<file path="config.mk">
export PLATFORM = sky130hd
export DESIGN_NAME = instr_fetch
export DESIGN_NICKNAME = d
export VERILOG_FILES = /design/src/rtl/instr_fetch_pkg.sv /design/src/rtl/instr_fetch.sv
export SDC_FILE = /design/constraint.sdc
export NUM_CORES = 1
export LEC_CHECK = 0
export CORE_ASPECT_RATIO = 1.75
export CORE_MARGIN = 10
export CORE_UTILIZATION = 28
export CTS_CLUSTER_DIAMETER = 40
export CTS_CLUSTER_SIZE = 14
export DETAILED_ROUTE_END_ITERATION = 16
export GPL_TIMING_DRIVEN = 1
export PLACE_DENSITY = 0.55
export SLEW_MARGIN = 20
export SYNTH_ARGS = -nofsm -noshare
export SYNTH_HDL_FRONTEND = slang
export SYNTH_SLANG_ARGS = --single-unit
export TNS_END_PERCENT = 10
</file>
<file path="constraint.sdc">
create_clock -name clk -period 3.4 [get_ports clk]
set_clock_uncertainty 0.05 [all_clocks]
set_input_delay 0.68 -clock clk [delete_from_list [all_inputs] [get_ports clk]]
set_output_delay 0.68 -clock clk [all_outputs]
set_load 0.02 [all_outputs]
</file>
<file path="src/rtl/instr_fetch_pkg.sv">
// =============================================================================
// Module   : instr_fetch_pkg
// Brief    : Shared core definitions: fetch states, reset PC and NOP encoding.
// Revision : 1.0 - initial release
// =============================================================================
`default_nettype none

package instr_fetch_pkg;

  typedef enum logic [1:0] {
    ST_FETCH = 2'd0,
    ST_HOLD  = 2'd1,
    ST_DRAIN = 2'd2
  } fetch_state_e;

  localparam logic [31:0] DEFAULT_RESET_PC = 32'h0000_0000;
  localparam logic [31:0] NOP_INSTR_WORD   = 32'h0000_0013;  // addi x0,x0,0

  function automatic logic [31:0] word_align(input logic [31:0] addr);
    return addr & 32'hFFFF_FFFC;
  endfunction

endpackage

`default_nettype wire

</file>
<file path="src/rtl/instr_fetch.sv">
// =============================================================================
// Module   : instr_fetch
// Brief    : Single-outstanding instruction fetch with redirect and back-pressure.
// Revision : 1.0 - initial release
// =============================================================================
`default_nettype none

module instr_fetch
  import instr_fetch_pkg::*;
#(
  parameter logic [31:0] RESET_PC  = DEFAULT_RESET_PC,
  parameter logic [31:0] NOP_INSTR = NOP_INSTR_WORD
) (
  input  logic        clk,
  input  logic        rst,
  output logic        imem_req,
  output logic [31:0] imem_addr,
  input  logic        imem_ack,
  input  logic [31:0] imem_rdata,
  output logic [31:0] instruction,
  output logic [31:0] instr_pc,
  output logic        instr_valid,
  input  logic        instr_ready,
  input  logic        redirect_en,
  input  logic [31:0] redirect_pc
);

  fetch_state_e state_q;
  logic [31:0]  pc_q;
  logic [31:0]  instr_q;
  logic [31:0]  instr_pc_q;
  logic [31:0]  pc_plus4_d;
  logic [31:0]  redirect_tgt_d;

  assign pc_plus4_d     = pc_q + 32'd4;
  assign redirect_tgt_d = word_align(redirect_pc);

  always_ff @(posedge clk) begin
    if (rst) begin
      state_q    <= ST_FETCH;
      pc_q       <= RESET_PC;
      instr_q    <= NOP_INSTR;
      instr_pc_q <= RESET_PC;
    end else begin
      case (state_q)
        ST_FETCH: begin
          if (redirect_en && imem_ack) begin
            // Response arrives with the redirect: drop it and refetch at once.
            pc_q <= redirect_tgt_d;
          end else if (redirect_en) begin
            pc_q    <= redirect_tgt_d;
            state_q <= ST_DRAIN;
          end else if (imem_ack) begin
            instr_q    <= imem_rdata;
            instr_pc_q <= pc_q;
            pc_q       <= pc_plus4_d;
            state_q    <= ST_HOLD;
          end
        end
        ST_HOLD: begin
          if (redirect_en) begin
            instr_q <= NOP_INSTR;
            pc_q    <= redirect_tgt_d;
            state_q <= ST_FETCH;
          end else if (instr_ready) begin
            state_q <= ST_FETCH;
          end
        end
        ST_DRAIN: begin
          if (redirect_en) begin
            pc_q <= redirect_tgt_d;
          end
          if (imem_ack) begin
            state_q <= ST_FETCH;
          end
        end
        default: state_q <= ST_FETCH;
      endcase
    end
  end

  assign imem_req    = !rst && (state_q == ST_FETCH);
  assign imem_addr   = pc_q;
  assign instr_valid = !rst && (state_q == ST_HOLD);
  assign instruction = instr_q;
  assign instr_pc    = instr_pc_q;

endmodule

`default_nettype wire

</file>
Yosys cells after proc, flatten, opt, wreduce, memory -nomap -nowiden
Cells that the tools add are included.

operators by class
  bitwise operators = 2
  equality and inequality tests = 11
  reduce and logical (&&, ||, !) cells = 12
  add/sub/neg operators = 1
  multiplexer cells = 17

operators by type and width
  operator                                                                 number
  32-bit 2-to-1 mux                                                        8
  32-bit one-hot mux with 2 select lines                                   2
  32-bit by 3-bit adder with 32-bit output, second input constant          1
  2-bit 2-to-1 mux                                                         6
  2-bit inequality test, second input constant                             5
  4-bit AND reduction                                                      2
  3-bit inequality test, second input constant                             2
  2-bit one-hot mux with 3 select lines                                    1
  5-bit AND reduction                                                      1
  4-bit inequality test, second input constant                             1
  2-bit nonzero test                                                       2
  1-bit logical AND                                                        3
  3-bit AND reduction                                                      1
  2-bit by 1-bit == test with 1-bit output, second input constant          1
  2-bit == test, second input constant                                     1
  2-bit logical NOT                                                        1
  2-bit by 1-bit inequality test with 1-bit output, second input constant  1
  1-bit inverter                                                           2
  2-bit OR reduction                                                       1
  1-bit logical NOT                                                        1

storage, ports and cells
  logic and storage cells = 47
  register bits after elaboration = 98
  input port bits = 69
  output and inout bits = 98

Depth between registers and ports, before layout
  depth in word-level cells = 5
  gate-level depth with buffers = 9
  mapped depth without buffers = 7

Worst setup path after synthesis
No wires, ideal clock.

  path type = input port to output port
  start = input rst
  end = output imem_req
  data required time = 2.670 ns
  path buffers = 2
  cell stages on the path = 3
  setup slack = 1.289 ns
  arrival time = 1.381 ns
  cell sequence = clkbuf_1 -> clkbuf_1 -> nor2_1

on the way
  cells in the longest elaborated chain, start to end = 2

RTL lines
  item               RTL line           text
  from (decl)        instr_fetch.sv:15  input logic rst,
  1-bit logical NOT  instr_fetch.sv:82  assign imem_req = !rst && (state_q == ST_FETCH);
  1-bit logical AND  instr_fetch.sv:82
  to (decl)          instr_fetch.sv:16  output logic imem_req,

Every way passes these cells.

Final worst setup path
  start = register state_q[0]
  end = output instr_valid

on the way
  cells in the longest elaborated chain, start to end = 2

RTL lines
  item                                      RTL line           text
  from (decl)                               instr_fetch.sv:28  fetch_state_e state_q;
  from (signal assigned)                    instr_fetch.sv:40  state_q <= ST_FETCH;
  from (signal assigned)                    instr_fetch.sv:52  state_q <= ST_DRAIN;
  from (signal assigned)                    instr_fetch.sv:57  state_q <= ST_HOLD;
  2-bit by 1-bit == test with 1-bit output  instr_fetch.sv:84  assign instr_valid = !rst && (state_q == ST_HOLD);
  1-bit logical AND                         instr_fetch.sv:84
  to (decl)                                 instr_fetch.sv:22  output logic instr_valid,

Every way passes these cells.

==> out/qor.csv <==
stage,metric,value,unit
die,num_rows,60,
clock_network,ctsHoldBuffers,0,
sta,tightest_slew,0.653,ns
sta,fin_crit,2.64,ns
logic_synthesis,ys.warnings.count,0,
routing,drt_first_iter_violations,171,
logic_synthesis,synthTopCellsByArea,"dfxtp_1 44%, nand2_1 7.7%, a22oi_1 5.7%",
logic_synthesis,synth_ff_type,dfxtp_1,
logic_synthesis,avgSynthCellArea,8.08,sq um
logic_synthesis,synth_cell_types,62,
sta,slew_viol_final,0,
pwr,combPwrFrac,23.5,%
logic_synthesis,ys_seq_elements,94,
sta,tns,0,ns
global_route,grt_max_degree,55,
global_route,antenna_found_initial,0,
sta,maxClockFrequency,379,MHz
pwr,power,3040,uW
place,hpwl,12.6,mm
run_status,status,"complete, no violations",
finish,antenna_cells,0,
pwr,pwr-share-seq,42.4,%
finish,mostFrequentLayoutCells,"159 x clkdlybuf4s50_1, 94 x dfxtp_1, 88 x nand2_1, 57 x nor2_1, 49 x a21oi_1",
clock_network,cts.sinks,94,
die,start_util,28.3,%
global_route,track_usage,15.5,%
logic_synthesis,synth-edff-count,0,
finish,multi_input_area,0.00223,sq mm
setup_path,crit_arrival,1.91,ns
sta,hold_viol_final,0,
pwr,internal_power,2100,uW
routing,drt-pass1-iter-count,4,
pwr,ir_worst_vdd,0.261,mV
sta,rsz0062_at_grt,false,
hold_path,min_path_type,reg -> reg,
global_route,grt_pass1_wl,25.7,mm
pwr,pwr-share-clk,34.2,%
place,post-place-ws,0.536,ns
logic_synthesis,synth_top_cell_by_area,dfxtp_1,
routing,ant_nets,0,
sta,finalSetupViolCount,0,
clock_network,cts_made_buffers,9,
routing,routedWlPerCell,19.3,microns
logic_synthesis,synth_cells,534,
place,numPortBuffers,160,
pwr,power_density,477,mW/mm^2
sta,final.period_utilization,77.6,%
clock_network,cts_setup_buffers,0,
finish,syn2layout_area_growth,47.8,%
die,core_region_area,0.0152,sq mm
routing,vias,4505,
setup_path,crit_fanout,7,
clock_network,cts_root_buf,clkbuf_16,
place,gp_congestion,0.838,
die,fp.dieH,184,microns
clock_network,cts.path.max_buffers,2,
logic_synthesis,syn_area,0.00432,sq mm
sta,fin_ws,0.762,ns
global_route,grt_pass1_vias,4614,
setup_path,required,2.67,ns
pwr,p_leak,0.00224,uW
clock_network,clk_latency,0.35,ns
die,die_area,0.0210,sq mm
setup_path,crit_path_end_kind,output pin,
finish,fin_util,41.8,%
clock_network,h-tree-depth,3,
routing,drcViolationCount,0,
global_route,grt_overflow_total,0,
clock_network,clkSlewWorstSetupHoldPaths,0.07,ns
finish,fill_cells,1547,
routing,drt-total-wl,16.8,mm
pwr,p_sw,945,uW
finish,nNetsFinal,751,
setup_path,critPathLaunchType,flop,
finish,final_common_cell,clkdlybuf4s50_1,
finish,seq_area,0.00188,sq mm
die,io_pins,167,
setup_path,critical_path_class,reg -> out,
sta,max_slew_margin,56.5,%
run,max_cap_violations,0,
clock_network,cts_tree,yes,
setup_path,rrSetupSlack,1.07,ns
pwr,swShare,31.0,%
die,chipWidth,114,microns
finish,drive_gt1_share,6.74,%
logic_synthesis,ys_async_sr_fraction,0,%
clock_network,cts_resized,0,
logic_synthesis,synth.top_cell.area_share,43.6,%
logic_synthesis,synth_seq_area_share,43.6,%
routing,avgViaCountPerCell,5.19,
final timing paths:
| check | startpoint | to | cells after the start |
|---|---|---|---|
| worst max-delay path | state_q[0] | instr_valid | 3 |
| worst max register to register | imem_addr[2] | imem_addr[18] | 6 |
| worst min-delay path | instr_pc[9] | instr_pc[9] | 2 |
| worst min register to register | instr_pc[9] | instr_pc[9] | 2 |
cells in the mapped netlist (2+ instances only):
cell / count
a32oi_1: 2
a211oi_1: 12
o21ai_1: 4
nand2_1: 88
o21ai_0: 18
or3_1: 2
nor2_1: 58
and4_1: 3
o32ai_1: 3
or2_2: 2
ha_1: 5
a22oi_1: 33
a221oi_1: 2
a21o_1: 2
and3_1: 9
nor2b_1: 5
a311oi_1: 4
mux2i_1: 4
nand3_1: 13
nand4_1: 9
a21oi_1: 49
a31oi_1: 2
clkbuf_1: 30
nand3_2: 2
buf_4: 5
nor3_1: 15
dfxtp_1: 94
inv_1: 9
o22ai_1: 6
buf_2: 7
and2_1: 2
a211oi_2: 2
nand2b_1: 4
registers in the layout, indices dropped and copies added, names as in the netlist:
name,flops
imem_addr,30
instr_pc,30
instruction,32
state_q,2
per-layer routing:
layer | track usage (%) | part of all wire (%) | vias up
li1 | - | - | 2192
met1 | 15.9 | 36 | 2144
met2 | 28.0 | 54 | 141
met3 | 4.75 | 6.6 | 28
met4 | 6.74 | 3.3 | 0
met5 | 0 | 0 | -
power groups by stage:
stage | combinational [uW] | clock [uW] | sequential (uW)
2_1_floorplan | 298 | 0 | 1370
4_1_cts | 723 | 1060 | 1290
6_report | 714 | 1040 | 1290
5_1_grt | 772 | 1110 | 1300
3_5_place_dp | 721 | 0 | 1310
3_3_place_gp | 709 | 0 | 1310
stage by stage:
stage,hold slack (ns),instance area (sq um),std cells
2_1_floorplan,0.473,4330,537
3_3_place_gp,0.392,6080,852
3_5_place_dp,0.398,6080,852
4_1_cts,0.408,6380,868
5_1_grt,0.422,6380,868
6_report,0.404,6380,868
worst max-delay path, stage by stage, from the launching register on:
cell	delay [ns]
dfxtp_1	0.40
ha_1	0.36
nor2b_1	0.18
clkdlybuf4s50_1	0.63
layout make-up:
type	count	share of cell area [%]
inverters	10	0.589
well taps	186	3.65
multi-input cells	391	35.0
clock inverters	6	0.961
repair buffers	171	26.6
clock buffers	10	3.75
flip-flops and latches	94	29.5
cell families after synthesis:
group	Yosys count	synth area share, %
other	1	0.0869
and+or+nand+nor	223	24.7
AOI/OAI and AO/OA	152	23.4
buffers and inverters	52	5.16
xor gates and xnor gates	2	0.406
adders and majority gates	5	1.45
DFF	94	43.6
muxes	5	1.19
Note: power is estimated with default switching activity, not from simulation.
